`src/rtl/axi_master_arbiter.sv`:
```
// rtl/axi_master_arbiter.sv - two-requester round-robin sequencer in front of AXI_memory_master
// One single-beat transaction at a time; completion is observed on the monitored AXI channels.
module axi_master_arbiter #(
  parameter int ADDR_WIDTH     = 32,
  parameter int DATA_WIDTH     = 32,
  parameter int ID_WIDTH       = 4,
  parameter int TIMEOUT_CYCLES = 256
) (
  input  logic                    clk,
  input  logic                    reset,
  input  logic                    req0,
  input  logic                    req1,
  input  logic                    we0,
  input  logic                    we1,
  input  logic [ADDR_WIDTH-1:0]   addr0,
  input  logic [ADDR_WIDTH-1:0]   addr1,
  input  logic [DATA_WIDTH-1:0]   wdata0,
  input  logic [DATA_WIDTH-1:0]   wdata1,
  output logic                    gnt0,
  output logic                    gnt1,
  output logic                    done0,
  output logic                    done1,
  output logic [DATA_WIDTH-1:0]   rdata_o,
  output logic [1:0]              resp_o,
  output logic                    err_o,
  output logic                    start_write,
  output logic                    start_read,
  output logic [ID_WIDTH-1:0]     write_id,
  output logic [ADDR_WIDTH-1:0]   write_addr,
  output logic [DATA_WIDTH-1:0]   write_data,
  output logic [ID_WIDTH-1:0]     read_id,
  output logic [ADDR_WIDTH-1:0]   read_addr,
  output logic [7:0]              write_len,
  output logic [7:0]              read_len,
  output logic [2:0]              write_size,
  output logic [2:0]              read_size,
  output logic [1:0]              write_burst,
  output logic [1:0]              read_burst,
  output logic [DATA_WIDTH/8-1:0] write_strb,
  input  logic                    awvalid,
  input  logic                    awready,
  input  logic                    arvalid,
  input  logic                    arready,
  input  logic                    bvalid,
  input  logic                    bready,
  input  logic [1:0]              bresp,
  input  logic                    rvalid,
  input  logic                    rready,
  input  logic                    rlast,
  input  logic [1:0]              rresp,
  input  logic [DATA_WIDTH-1:0]   rdata
);

  localparam int               CNT_W    = $clog2(TIMEOUT_CYCLES + 1);
  localparam logic [CNT_W-1:0] CNT_LAST = CNT_W'(TIMEOUT_CYCLES - 1);

  localparam logic [1:0] ST_IDLE  = 2'd0;
  localparam logic [1:0] ST_ISSUE = 2'd1;
  localparam logic [1:0] ST_WAIT  = 2'd2;
  localparam logic [1:0] ST_DONE  = 2'd3;

  logic [1:0]            state_q, state_d;
  logic                  last_q, last_d;
  logic                  sel_q, sel_d;
  logic                  we_q, we_d;
  logic [ADDR_WIDTH-1:0] addr_q, addr_d;
  logic [DATA_WIDTH-1:0] wdata_q, wdata_d;
  logic                  start_write_q, start_write_d;
  logic                  start_read_q, start_read_d;
  logic                  gnt0_q, gnt0_d;
  logic                  gnt1_q, gnt1_d;
  logic                  done0_q, done0_d;
  logic                  done1_q, done1_d;
  logic [DATA_WIDTH-1:0] rdata_q, rdata_d;
  logic [1:0]            resp_q, resp_d;
  logic                  err_q, err_d;
  logic [CNT_W-1:0]      cnt_q, cnt_d;

  logic       addr_hs;
  logic       cpl_wr;
  logic       cpl_rd;
  logic [1:0] cpl_resp;
  logic       winner;
  logic       win_we;

  always_comb begin
    state_d       = state_q;
    last_d        = last_q;
    sel_d         = sel_q;
    we_d          = we_q;
    addr_d        = addr_q;
    wdata_d       = wdata_q;
    start_write_d = start_write_q;
    start_read_d  = start_read_q;
    gnt0_d        = gnt0_q;
    gnt1_d        = gnt1_q;
    done0_d       = 1'b0;
    done1_d       = 1'b0;
    rdata_d       = rdata_q;
    resp_d        = resp_q;
    err_d         = err_q;
    cnt_d         = cnt_q;

    // Only the channel of the transaction in flight can complete it.
    addr_hs  = we_q ? (awvalid && awready) : (arvalid && arready);
    cpl_wr   = we_q && bvalid && bready;
    cpl_rd   = !we_q && rvalid && rready && rlast;
    cpl_resp = cpl_wr ? bresp : rresp;
    winner   = (req0 && req1) ? ~last_q : req1;
    win_we   = winner ? we1 : we0;

    case (state_q)
      ST_IDLE: begin
        if (req0 || req1) begin
          sel_d         = winner;
          last_d        = winner;
          we_d          = win_we;
          addr_d        = winner ? addr1 : addr0;
          wdata_d       = winner ? wdata1 : wdata0;
          start_write_d = win_we;
          start_read_d  = !win_we;
          gnt0_d        = !winner;
          gnt1_d        = winner;
          cnt_d         = '0;
          state_d       = ST_ISSUE;
        end
      end
      ST_ISSUE, ST_WAIT: begin
        if (cpl_wr || cpl_rd) begin
          resp_d        = cpl_resp;
          err_d         = |cpl_resp;
          if (cpl_rd) rdata_d = rdata;
          start_write_d = 1'b0;
          start_read_d  = 1'b0;
          done0_d       = !sel_q;
          done1_d       = sel_q;
          state_d       = ST_DONE;
        end else if (cnt_q == CNT_LAST) begin
          resp_d        = 2'b10;
          err_d         = 1'b1;
          start_write_d = 1'b0;
          start_read_d  = 1'b0;
          done0_d       = !sel_q;
          done1_d       = sel_q;
          state_d       = ST_DONE;
        end else begin
          cnt_d = cnt_q + 1'b1;
          if (state_q == ST_ISSUE && addr_hs) begin
            start_write_d = 1'b0;
            start_read_d  = 1'b0;
            state_d       = ST_WAIT;
          end
        end
      end
      ST_DONE: begin
        gnt0_d  = 1'b0;
        gnt1_d  = 1'b0;
        state_d = ST_IDLE;
      end
      default: state_d = ST_IDLE;
    endcase
  end

  // The last pointer resets to 1 so requester 0 wins the first tie.
  always_ff @(posedge clk) begin
    if (reset) begin
      state_q       <= ST_IDLE;
      last_q        <= 1'b1;
      sel_q         <= 1'b0;
      we_q          <= 1'b0;
      addr_q        <= '0;
      wdata_q       <= '0;
      start_write_q <= 1'b0;
      start_read_q  <= 1'b0;
      gnt0_q        <= 1'b0;
      gnt1_q        <= 1'b0;
      done0_q       <= 1'b0;
      done1_q       <= 1'b0;
      rdata_q       <= '0;
      resp_q        <= 2'b00;
      err_q         <= 1'b0;
      cnt_q         <= '0;
    end else begin
      state_q       <= state_d;
      last_q        <= last_d;
      sel_q         <= sel_d;
      we_q          <= we_d;
      addr_q        <= addr_d;
      wdata_q       <= wdata_d;
      start_write_q <= start_write_d;
      start_read_q  <= start_read_d;
      gnt0_q        <= gnt0_d;
      gnt1_q        <= gnt1_d;
      done0_q       <= done0_d;
      done1_q       <= done1_d;
      rdata_q       <= rdata_d;
      resp_q        <= resp_d;
      err_q         <= err_d;
      cnt_q         <= cnt_d;
    end
  end

  assign gnt0        = gnt0_q;
  assign gnt1        = gnt1_q;
  assign done0       = done0_q;
  assign done1       = done1_q;
  assign rdata_o     = rdata_q;
  assign resp_o      = resp_q;
  assign err_o       = err_q;
  assign start_write = start_write_q;
  assign start_read  = start_read_q;
  assign write_id    = ID_WIDTH'(sel_q);
  assign read_id     = ID_WIDTH'(sel_q);
  assign write_addr  = addr_q;
  assign read_addr   = addr_q;
  assign write_data  = wdata_q;
  assign write_len   = 8'd0;
  assign read_len    = 8'd0;
  assign write_size  = 3'b010;
  assign read_size   = 3'b010;
  assign write_burst = 2'b01;
  assign read_burst  = 2'b01;
  assign write_strb  = '1;

endmodule

```
`config.mk`:
```
export PLATFORM = sky130hd
export DESIGN_NAME = axi_master_arbiter
export DESIGN_NICKNAME = d
export VERILOG_FILES = /design/src/rtl/axi_master_arbiter.sv
export SDC_FILE = /design/constraint.sdc
export NUM_CORES = 1
export LEC_CHECK = 0
export CORE_UTILIZATION = 30
export CTS_CLUSTER_SIZE = 16
export DETAILED_ROUTE_END_ITERATION = 10
export GPL_ROUTABILITY_DRIVEN = 0
export HOLD_SLACK_MARGIN = 0.02
export MAX_ROUTING_LAYER = met4
export PLACE_DENSITY = 0.71
export SLEW_MARGIN = 20
export SYNTH_ARGS = -nofsm -noshare
export SYNTH_HDL_FRONTEND = slang
export SYNTH_SLANG_ARGS = --single-unit
```
`constraint.sdc`:
```
create_clock -name clk -period 5.5 [get_ports clk]
set_clock_uncertainty 0.2 [all_clocks]
set_input_delay 1.65 -clock clk [delete_from_list [all_inputs] [get_ports clk]]
set_output_delay 1.65 -clock clk [all_outputs]
set_load 0.02 [all_outputs]
```
==> flow_summary.json <==
{
  "port_buffers": 317,
  "grt_pass1_wl_mm": 25.43,
  "p_per_area_mw_per_mm2": 426.4,
  "diodes": 0,
  "final_cells": 1149,
  "worst_pin_slew_ns": 1.025,
  "fp.dieArea_sq_mm": 0.01962,
  "synth_ff_type": "dfxtp_1",
  "drv_slew": 0,
  "setup_violations": 0,
  "syn_area_sq_mm": 0.005720,
  "ctsResizeCount": 0,
  "drt_iter0_markers": 272,
  "hpwl_mm": 12.25,
  "synth_top_area_frac": 0.4164,
  "routed_wl_mm": 16.69,
  "fmax_ghz": 0.2820,
  "cp-start-kind": "primary input",
  "fin_crit_ns": 3.546,
  "async_reset_ff_frac": 0,
  "ctsHoldBuffers": 0,
  "grt_pass1_vias": 4795,
  "cts_tree": "yes",
  "path_class": "in -> reg",
  "clock-sinks": 119,
  "combPwrFrac": 0.423,
  "switchingPower_mw": 1.387,
  "layout_commonest_cell": "clkdlybuf4s50_1",
  "arrival_ns": 3.58,
  "drive_gt1_frac": 0.04699,
  "antenna_found_initial": 0,
  "hold_violations": 0,
  "leakagePower_nw": 3.403,
  "cts_setup_buffers": 0,
  "nets": 1091,
  "wire_per_inst_microns": 14.52,
  "synthAdderAreaFrac": 0.01312,
  "cp_max_fo": 15,
  "htree_levels": 4,
  "insertion_delay_ns": 0.40,
  "yosys.area.top_type": "dfxtp_1",
  "synth_top_family_by_area": "compound AO/OA/AOI/OAI gates",
  "synth_warnings": 0,
  "die_x_microns": 140.1,
  "intPower_mw": 2.525,
  "synth_cell_types": 44,
  "rsz0062_at_grt": "false",
  "start_util": 0.3058,
  "cts_root_buffer": "clkbuf_16",
  "rows": 50,
  "dr.pass1.iters": 4,
  "grtUsageTotal": 0.1716,
  "status": "finished clean",
  "netlist_top_cells_area": "dfxtp_1, mux2i_1, buf_4",
  "fp.dieH_microns": 140.1,
  "syn_inst": 646,
  "maxCapViolations": 0,
  "layout_worst_path_cycle_share": 0.6448,
  "tns_ns": 0,
  "vias": 5265,
  "ios": 354,
  "yosys.area_share.simple": 0.1435,
  "cts_buffers": 17,
  "synth.avg_cell_area_sq_um": 8.855,
  "p_clk_frac": 0.274,
  "synth_compound_area_frac": 0.1592,
  "ctsLongestPathBuffers": 2,
  "drc": 0,
  "synth_edf_count": 0,
  "vdd_drop_max_v": 0.0002575,
  "hp-class": "reg -> reg",
  "muxShareOfSynthArea": 0.1264,
  "cp-end-kind": "flip-flop",
  "overflow": 0,
  "worstPathRequired_ns": 5.54,
  "synth_seq_cells": 119,
  "layout_common_cells": "clkdlybuf4s50_1, dfxtp_1, nor2_1",
  "core_area_sq_mm": 0.01871,
  "area_delta_synth_final_pct": 60.39,
  "path_clk_slew_ns": 0.05,
  "post-place-cells": 1121,
  "swShare": 0.3546,
  "synth_xor_area_frac": 0,
  "seqPwrFrac": 0.303,
  "ant_nets": 0,
  "viasPerCell": 4.582,
  "grt_max_degree": 95,
  "ys_seq_area_frac": 0.4164,
  "maxSlewHeadroom": 0.3168
}
synthesized netlist by cell type (2+ instances only):
cell type	number
o21ai_0	9
a211oi_1	66
ha_1	6
mux2_2	2
buf_2	11
nor2_1	79
nand2_1	68
buf_4	73
nand4_1	3
a32oi_1	2
dfxtp_1	119
o211a_1	2
conb_1	2
o21bai_1	2
clkbuf_1	23
buf_6	6
nor2b_1	3
nand3_1	10
or2_2	2
a21oi_1	39
nor3_1	6
and3_1	2
nand2b_1	6
mux2i_1	70
or4_1	3
a31oi_1	8
inv_1	6
buf_1	2
flip-flops by register name, indices dropped and copies added (netlist names), 2 cells and up:
register and flops:
rdata_o 32, read_addr 32, write_data 32, cnt_q 9, resp_o 2, state_q 2
worst max-delay path: stages:
cell,delay (ns)
clkdlybuf4s50_1,0.58
a21boi_4,0.64
buf_4,0.38
mux2i_1,0.23
a211oi_1,0.09
cell type report:
type                    instances  area (sq um)
multi-input cells             439          2675
repair buffers                323          3241
clock buffers                  24         491.7
clock inverters                 4         70.07
fillers                      1779          9530
flip-flops and latches        119          2382
well taps                     234         292.8
inverters                       6         22.52
cells by family (layout without fill, tap and decap cells):
logic type               count (synthesis)  count (layout)
AND/OR/NAND/NOR                        190             190
buffers and inverters                  122             357
AO/OA/AOI/OAI                          135             135
flip-flops                             119             119
other                                    2              36
adder cells (fa/ha/maj)                  6               6
multiplexers                            72              72
metal layers:
| layer | up-vias | GRT usage | wire [microns] |
|---|---|---|---|
| met5 | - | - | 0 |
| met1 | 2390 | 0.2079 | 7304 |
| met4 | 0 | 0.04800 | 176 |
| met3 | 10 | 0.04171 | 873 |
| li1 | 2655 | - | - |
| met2 | 210 | 0.2829 | 8335 |
final timing paths:
check | from | to | slack (ns) | depth (start not counted)
hold / removal | rdata_o[14]$_SDFFE_PP0P_ | rdata_o[14]$_SDFFE_PP0P_ | 0.25 | 2
setup / recovery | req1 | read_addr[31]$_SDFFE_PP0P_ | 1.95 | 5
hold reg to reg | rdata_o[14]$_SDFFE_PP0P_ | rdata_o[14]$_SDFFE_PP0P_ | 0.25 | 2
setup reg to reg | state_q[0]$_SDFFE_PP0P_ | cnt_q[3]$_SDFFE_PP0P_ | 2.62 | 6
power groups by stage:
stage	clock network, mW	registers (mW)	logic [mW]
after detailed placement	0	1.20	1.67
after floorplan	0	1.39	0.852
after global placement	0	1.20	1.66
final	1.07	1.18	1.66
after global routing	1.14	1.21	1.78
after CTS	1.11	1.19	1.68
per-stage QoR:
stage	total power, mW	instance area (sq um)	util	hold WS, ns	setup slack [ns]
floorplan	2.238	5848	-	0.2496	2.586
global placement	2.857	8613	0.4605	0.2407	1.559
detailed placement	2.875	8613	0.4605	0.2470	1.497
CTS	3.969	9175	0.4905	0.2527	1.943
global route	4.129	9175	0.4905	0.2693	1.842
finish	3.912	9175	0.4905	0.2530	1.954
Power figures use the tool's default switching activity.
